`config.mk`:
```
export PLATFORM = sky130hd
export DESIGN_NAME = quick_spi_arbiter
export DESIGN_NICKNAME = d
export VERILOG_FILES = /design/src/rtl/quick_spi_arbiter.sv
export SDC_FILE = /design/constraint.sdc
export NUM_CORES = 1
export LEC_CHECK = 0
export ABC_AREA = 1
export BUFFER_PORTS_ARGS = -buffer_cell sky130_fd_sc_hd__buf_2
export CAP_MARGIN = 20
export CORE_UTILIZATION = 47
export CTS_BUF_LIST = sky130_fd_sc_hd__clkbuf_16
export CTS_CLUSTER_DIAMETER = 30
export CTS_CLUSTER_SIZE = 24
export DETAILED_ROUTE_END_ITERATION = 7
export PLACE_DENSITY = 0.85
export SYNTH_ARGS = -nofsm -noshare
export SYNTH_HDL_FRONTEND = slang
export SYNTH_SLANG_ARGS = --single-unit
```
`constraint.sdc`:
```
create_clock -name clk -period 2.3 [get_ports clk]
set_clock_uncertainty 0.15 [all_clocks]
set_input_delay 0.345 -clock clk [delete_from_list [all_inputs] [get_ports clk]]
set_output_delay 0.345 -clock clk [all_outputs]
set_load 0.02 [all_outputs]
```
`src/rtl/quick_spi_arbiter.sv`:
```
// Round-robin arbiter/sequencer sharing one quick_spi master; ack one cycle after a request is seen in IDLE, done after ss_n idles.
// Requests are levels that wait while busy; optional watchdog via QUICK_SPI_ARB_TIMEOUT_EN.
module quick_spi_arbiter #(
  parameter int NUM_REQUESTERS     = 4,
  parameter int DATA_WIDTH         = 16,
  parameter int NUMBER_OF_SLAVES   = 2,
  parameter int IDLE_DETECT_CYCLES = 4,
  parameter int GAP_CYCLES         = 2,
  parameter int TIMEOUT_CYCLES     = 1024
) (
  input  logic                                   clk,
  input  logic                                   reset_n,
  input  logic [NUM_REQUESTERS-1:0]              req,
  input  logic [NUM_REQUESTERS*DATA_WIDTH-1:0]   req_data,
  input  logic [NUM_REQUESTERS*NUMBER_OF_SLAVES-1:0] req_slave,
  output logic [NUM_REQUESTERS-1:0]              req_ack,
  output logic [NUM_REQUESTERS-1:0]              req_done,
  output logic [NUM_REQUESTERS-1:0]              req_timeout,
  output logic                                   busy,
  output logic                                   spi_start_transaction,
  output logic [NUMBER_OF_SLAVES-1:0]            spi_slave,
  output logic [DATA_WIDTH-1:0]                  spi_outgoing_data,
  input  logic [NUMBER_OF_SLAVES-1:0]            spi_ss_n
);

  localparam int GW = $clog2(NUM_REQUESTERS);
  localparam logic [NUMBER_OF_SLAVES-1:0] SS_IDLE = '1;
  localparam logic [7:0] IDLE_LIM = 8'(IDLE_DETECT_CYCLES);
  localparam logic [7:0] GAP_LIM  = 8'(GAP_CYCLES);

  if (NUM_REQUESTERS < 2 || NUM_REQUESTERS > 8 || IDLE_DETECT_CYCLES < 1 ||
      IDLE_DETECT_CYCLES > 255 || GAP_CYCLES < 0 || GAP_CYCLES > 255 ||
      TIMEOUT_CYCLES < 1) begin : g_bad_params
    $error("quick_spi_arbiter: parameter out of range");
  end

  typedef enum logic [2:0] {S_IDLE, S_LAUNCH, S_WAIT_SEL, S_WAIT_DONE, S_GAP} state_t;

  state_t                      state_q, state_d;
  logic [GW-1:0]               last_grant_q, last_grant_d;
  logic [7:0]                  idle_cnt_q, idle_cnt_d;
  logic [7:0]                  gap_cnt_q, gap_cnt_d;
  logic [NUM_REQUESTERS-1:0]   req_ack_q, req_ack_d;
  logic [NUM_REQUESTERS-1:0]   req_done_q, req_done_d;
  logic                        busy_q, busy_d;
  logic                        start_q, start_d;
  logic [NUMBER_OF_SLAVES-1:0] slave_q, slave_d;
  logic [DATA_WIDTH-1:0]       data_q, data_d;
  logic                        found;
  logic [GW-1:0]               pick;
  logic                        ss_idle;

`ifdef QUICK_SPI_ARB_TIMEOUT_EN
  localparam logic [31:0] TO_LIM = 32'(TIMEOUT_CYCLES);
  logic [31:0]               wd_q, wd_d;
  logic [NUM_REQUESTERS-1:0] req_timeout_q, req_timeout_d;
`endif

  assign ss_idle = (spi_ss_n == SS_IDLE);

  // First set request strictly after the previous grant, wrapping around.
  always_comb begin
    found = 1'b0;
    pick  = last_grant_q;
    for (int k = 1; k <= NUM_REQUESTERS; k++) begin
      if (!found && req[(int'(last_grant_q) + k) % NUM_REQUESTERS]) begin
        found = 1'b1;
        pick  = GW'((int'(last_grant_q) + k) % NUM_REQUESTERS);
      end
    end
  end

  always_comb begin
    state_d      = state_q;
    last_grant_d = last_grant_q;
    idle_cnt_d   = idle_cnt_q;
    gap_cnt_d    = gap_cnt_q;
    req_ack_d    = '0;
    req_done_d   = '0;
    start_d      = 1'b0;
    slave_d      = slave_q;
    data_d       = data_q;
`ifdef QUICK_SPI_ARB_TIMEOUT_EN
    wd_d          = wd_q;
    req_timeout_d = '0;
`endif
    case (state_q)
      S_IDLE: begin
        if (found) begin
          state_d         = S_LAUNCH;
          last_grant_d    = pick;
          req_ack_d[pick] = 1'b1;
          start_d         = 1'b1;
          data_d          = req_data[int'(pick)*DATA_WIDTH +: DATA_WIDTH];
          slave_d         = req_slave[int'(pick)*NUMBER_OF_SLAVES +: NUMBER_OF_SLAVES];
        end
      end
      S_LAUNCH: begin
        state_d = S_WAIT_SEL;
`ifdef QUICK_SPI_ARB_TIMEOUT_EN
        wd_d = '0;
`endif
      end
      S_WAIT_SEL: begin
        if (!ss_idle) begin
          state_d    = S_WAIT_DONE;
          idle_cnt_d = '0;
        end
      end
      S_WAIT_DONE: begin
        // Short deselects between burst elements restart the idle count.
        if (!ss_idle) begin
          idle_cnt_d = '0;
        end else if (idle_cnt_q + 8'd1 >= IDLE_LIM) begin
          req_done_d[last_grant_q] = 1'b1;
          state_d   = S_GAP;
          gap_cnt_d = '0;
        end else begin
          idle_cnt_d = idle_cnt_q + 8'd1;
        end
      end
      S_GAP: begin
        if (gap_cnt_q + 8'd1 >= GAP_LIM) state_d = S_IDLE;
        else gap_cnt_d = gap_cnt_q + 8'd1;
      end
      default: state_d = S_IDLE;
    endcase
`ifdef QUICK_SPI_ARB_TIMEOUT_EN
    if (state_q == S_WAIT_SEL || state_q == S_WAIT_DONE) begin
      if (wd_q != '1) wd_d = wd_q + 32'd1;
      if (wd_q + 32'd1 >= TO_LIM && state_d != S_GAP) begin
        req_timeout_d[last_grant_q] = 1'b1;
        state_d   = S_GAP;
        gap_cnt_d = '0;
      end
    end
`endif
    busy_d = (state_d != S_IDLE);
  end

  always_ff @(posedge clk or negedge reset_n) begin
    if (!reset_n) begin
      state_q      <= S_IDLE;
      last_grant_q <= GW'(NUM_REQUESTERS - 1);
      idle_cnt_q   <= '0;
      gap_cnt_q    <= '0;
      req_ack_q    <= '0;
      req_done_q   <= '0;
      busy_q       <= 1'b0;
      start_q      <= 1'b0;
      slave_q      <= '0;
      data_q       <= '0;
`ifdef QUICK_SPI_ARB_TIMEOUT_EN
      wd_q          <= '0;
      req_timeout_q <= '0;
`endif
    end else begin
      state_q      <= state_d;
      last_grant_q <= last_grant_d;
      idle_cnt_q   <= idle_cnt_d;
      gap_cnt_q    <= gap_cnt_d;
      req_ack_q    <= req_ack_d;
      req_done_q   <= req_done_d;
      busy_q       <= busy_d;
      start_q      <= start_d;
      slave_q      <= slave_d;
      data_q       <= data_d;
`ifdef QUICK_SPI_ARB_TIMEOUT_EN
      wd_q          <= wd_d;
      req_timeout_q <= req_timeout_d;
`endif
    end
  end

  assign req_ack               = req_ack_q;
  assign req_done              = req_done_q;
  assign busy                  = busy_q;
  assign spi_start_transaction = start_q;
  assign spi_slave             = slave_q;
  assign spi_outgoing_data     = data_q;
`ifdef QUICK_SPI_ARB_TIMEOUT_EN
  assign req_timeout = req_timeout_q;
`else
  assign req_timeout = '0;
`endif

endmodule

```
==> metrics.md <==
| Metric | Value |
|---|---|
| Initial Util | 48.3% |
| Register area | 1230 sq um |
| Core outline area | 7210 sq um |
| Worst skew pair latency | 0.29 ns |
| GRT Residual Overflow | 0 |
| Mux contribution to synthesized area | 0% |
| Area of the multi-input gates | 1780 sq um |
| Post-synthesis share of cell area spent on full adders, half adders and majority gates | 2.51% |
| Area enclosed by the die boundary | 7760 sq um |
| Setup repair after global routing missed its margin | true |
| Largest cells by area after synthesis | dfrtp_1 (34%), nand2_1 (15%), inv_1 (12%), nand3_1 (11%), nand2_4 (4.2%) |
| Detailed router's first-iteration violation count | 178 |
| Number of buffers created by CTS | 5 |
| Routed via count divided by cell count | 4.88 |
| Number of antenna violations at the first check in global routing | 0 |
| Type of the worst setup path | reg2reg |
| Count of filler cells inserted in the layout | 622 |
| Final WL | 9340 um |
| Width of the die | 88.1 um |
| Endpoint kind of the worst setup timing path | flop |
| Required time reported for the critical path endpoint | 2.38 ns |
| Number of cell rows | 31 |
| Count of mapped cells out of synthesis | 506 |
| Slack of the worst reg-to-reg path | 0.01 ns |
| Final instance count without filler cells | 731 |
| Worst endpoint data arrival time | 2.36 ns |
| DR WL/cell | 12.8 um |
| Largest voltage drop on the vdd net | 0.558 mV |
| Type of the worst min-delay path | in2reg |
| Synth Register Bits | 49 |
| Peak fanout along the critical path | 7 |
| Total of buffers placed on input and output ports | 107 |
| Area growth, synth to finish | 32.4% |
| Post-Synth XOR/XNOR Area | 2.01% |
| Final #Nets | 718 |
| CP Launch Point | last_grant_q[0]$_DFFE_PN1P_ |
| Final setup violation count | 0 |
| H-tree depth reported by CTS | 2 |
| # DRC | 0 |
| Via total after detailed routing | 3568 |
| Clk pin slew, worst setup/hold paths | 0.07 ns |
| Cell area reported after detailed placement | 4190 sq um |
| CTS tree | built |
| Detailed Place HPWL | 6680 um |
| Peak Freq | 437 MHz |
| Synth unique cells | 29 |
| Lkg Pwr | 2.80 nW |
| Buffers from clock root to sink, at most | 2 |
| Setup crit start kind | flop |
| Summed area of non-filler cells in the final layout | 4610 sq um |
| Setup total negative slack | 0 ns |
| Final worst path period need | 2.29 ns |
| Number of flops mapped to enable cells by yosys | 0 |
| Power Dens Cells | 807 nW/um^2 |
| Length of the first detailed-routing pass in iterations | 5 |
| Dpl ws | -0.0138 ns |
| Outcome | completed |
| Global router's overall resource usage | 23.0% |
| Cell type with the highest aggregate area in the netlist | dfrtp_1 |
| End of the worst register-to-register path | spi_slave[0]$_DFFE_PN0P_ |
| Post-synthesis instance area | 3480 sq um |
| GP Congestion | 0.850 |
| Buffer type at the clock tree root | clkbuf_16 |
| Post-detailed-route count of antenna-violating nets | 0 |
| Post-route fraction of the period consumed by the critical path | 99.4% |
| Post-Route Hold Slack | 0.282 ns |
| Count of warnings emitted by yosys | 0 |
| Synth Area in Simple Gates | 42.0% |
| TritonCTS sink count | 49 |
| Async SR Flop Fraction | 100% |
| Worst setup path endpoint | spi_slave[0]$_DFFE_PN0P_ |
| Syn avg cell area | 6.89 sq um |
| Compound-cell area share of the yosys netlist | 1.62% |
| Reported max-cap violation count | 0 |
| Placed Instances | 712 |
| Chip height | 88.1 um |
| Final critical-path setup slack | 0.0129 ns |
| Share of cells above drive strength 1 | 31.2% |
| Count leader, synth | nand2_1 |
| Count of final max-slew check failures | 0 |
| Main combinational cell family by area after synthesis | simple AND/OR/NAND/NOR gates |
| Dominant register cell in the synthesized netlist | dfrtp_1 |
| Reg2reg start | last_grant_q[0]$_DFFE_PN1P_ |
| Reg2Reg Depth | 15 |
| Most frequent cells after synthesis | nand2_1 (137), inv_1 (111), nand3_1 (78) |
| Share of Yosys cell area claimed by the top area cell type | 33.8% |
| Sequential share of the synthesized area | 35.3% |
| Antenna diode count | 0 |
| Count of boundary I/O pins | 112 |
| Number of endpoints with negative hold slack in the final report | 0 |
| Largest net degree at the start of global routing | 23 |
| Number of global-route vias before repair | 3259 |
| Min-Delay Startpoint | spi_ss_n[1] |
| First-pass GRT wire length | 14100 um |
-- registers in the layout (all words and copies together) (netlist names) --
register,flops
req_ack,4
spi_start_transaction,1
spi_slave,2
idle_cnt_q,8
spi_outgoing_data,16
last_grant_q,2
state_q,3
req_done,4
busy,1
gap_cnt_q,8
-- per-stage QoR --
step / utilization [%] / total power [mW]
2_1_floorplan: - / 2.15
3_5_place_dp: 58.1 / 2.54
6_report: 64.0 / 3.72
4_1_cts: 60.9 / 3.39
3_3_place_gp: 58.1 / 2.50
5_1_grt: 64.0 / 3.95
-- logic make-up after synthesis --
logic type,after synthesis
flip-flops,49
buffers and inverters,135
other,1
AO/OA/AOI/OAI,10
XOR/XNOR,8
adder cells (fa/ha/maj),7
AND/OR/NAND/NOR,296
-- area by class of cell --
class                           count  area share, %
Timing Repair Buffer              137           19.1
Tap cell                           99           2.68
Clock inverter                      3          0.841
Clock buffer                        5           2.71
Multi-Input combinational cell    325           38.6
Inverter                          113           9.46
Sequential cell                    49           26.6
-- layer usage --
layer  wire length [um]  track usage, %  part of all wire, %  up-vias
met5                  0               0                    0        -
met4                149            7.04                  1.6        0
met3                726            3.58                  7.8       20
met2               4650            40.2                   50      158
met1               3810            29.3                   41     1628
li1                   -               -                    -     1762
-- worst min-delay path by stage --
stage,to,slack (ns),depth (start not counted)
2_1_floorplan,busy$_DFF_PN0_,-0.10,0
3_3_place_gp,gap_cnt_q[3]$_DFFE_PN0P_,0.06,1
3_5_place_dp,gap_cnt_q[3]$_DFFE_PN0P_,0.07,1
4_1_cts,state_q[1]$_DFF_PN0_,0.28,4
5_1_grt,state_q[1]$_DFF_PN0_,0.29,4
6_report,state_q[1]$_DFF_PN0_,0.28,4
-- cell usage in the layout (no fill, tap or decap), drive strengths merged, types with 4 or more instances in the layout --
cell type / n
inv: 114
buf: 133
ha: 7
nand4: 8
dfrtp: 47
nand2: 159
nor3: 5
xor2: 7
conb: 4
nor2: 32
nand3: 92
clkbuf: 8
a21oi: 5
o21ai: 4
-- critical path, stage by stage, from the launching register on --
cell	delay (ns)
dfstp_2	0.59
inv_8	0.05
ha_4	0.30
inv_4	0.05
nand3_4	0.07
nand2_4	0.06
inv_4	0.08
nand3_4	0.13
nand2_8	0.15
nand2_8	0.10
clkbuf_16	0.18
nand2_2	0.05
nand3_1	0.07
nand2_1	0.08
nand2_1	0.05
nand2_1	0.06
-- power by group --
part,internal (mW),switching (mW)
registers,0.934,0.0488
clock network,0.507,0.309
logic,0.819,1.10
-- what timing repair did --
action | CTS | global route
endpoints found under the setup margin | 1 | 19
hold buffers | 1 | 0
resized for setup | 3 | 25
setup buffers | 1 | 5
gates cloned | 0 | 4
pin swaps | 1 | 16
endpoints found under the hold margin | 9 | 0
(Power assumes the default switching activity.)
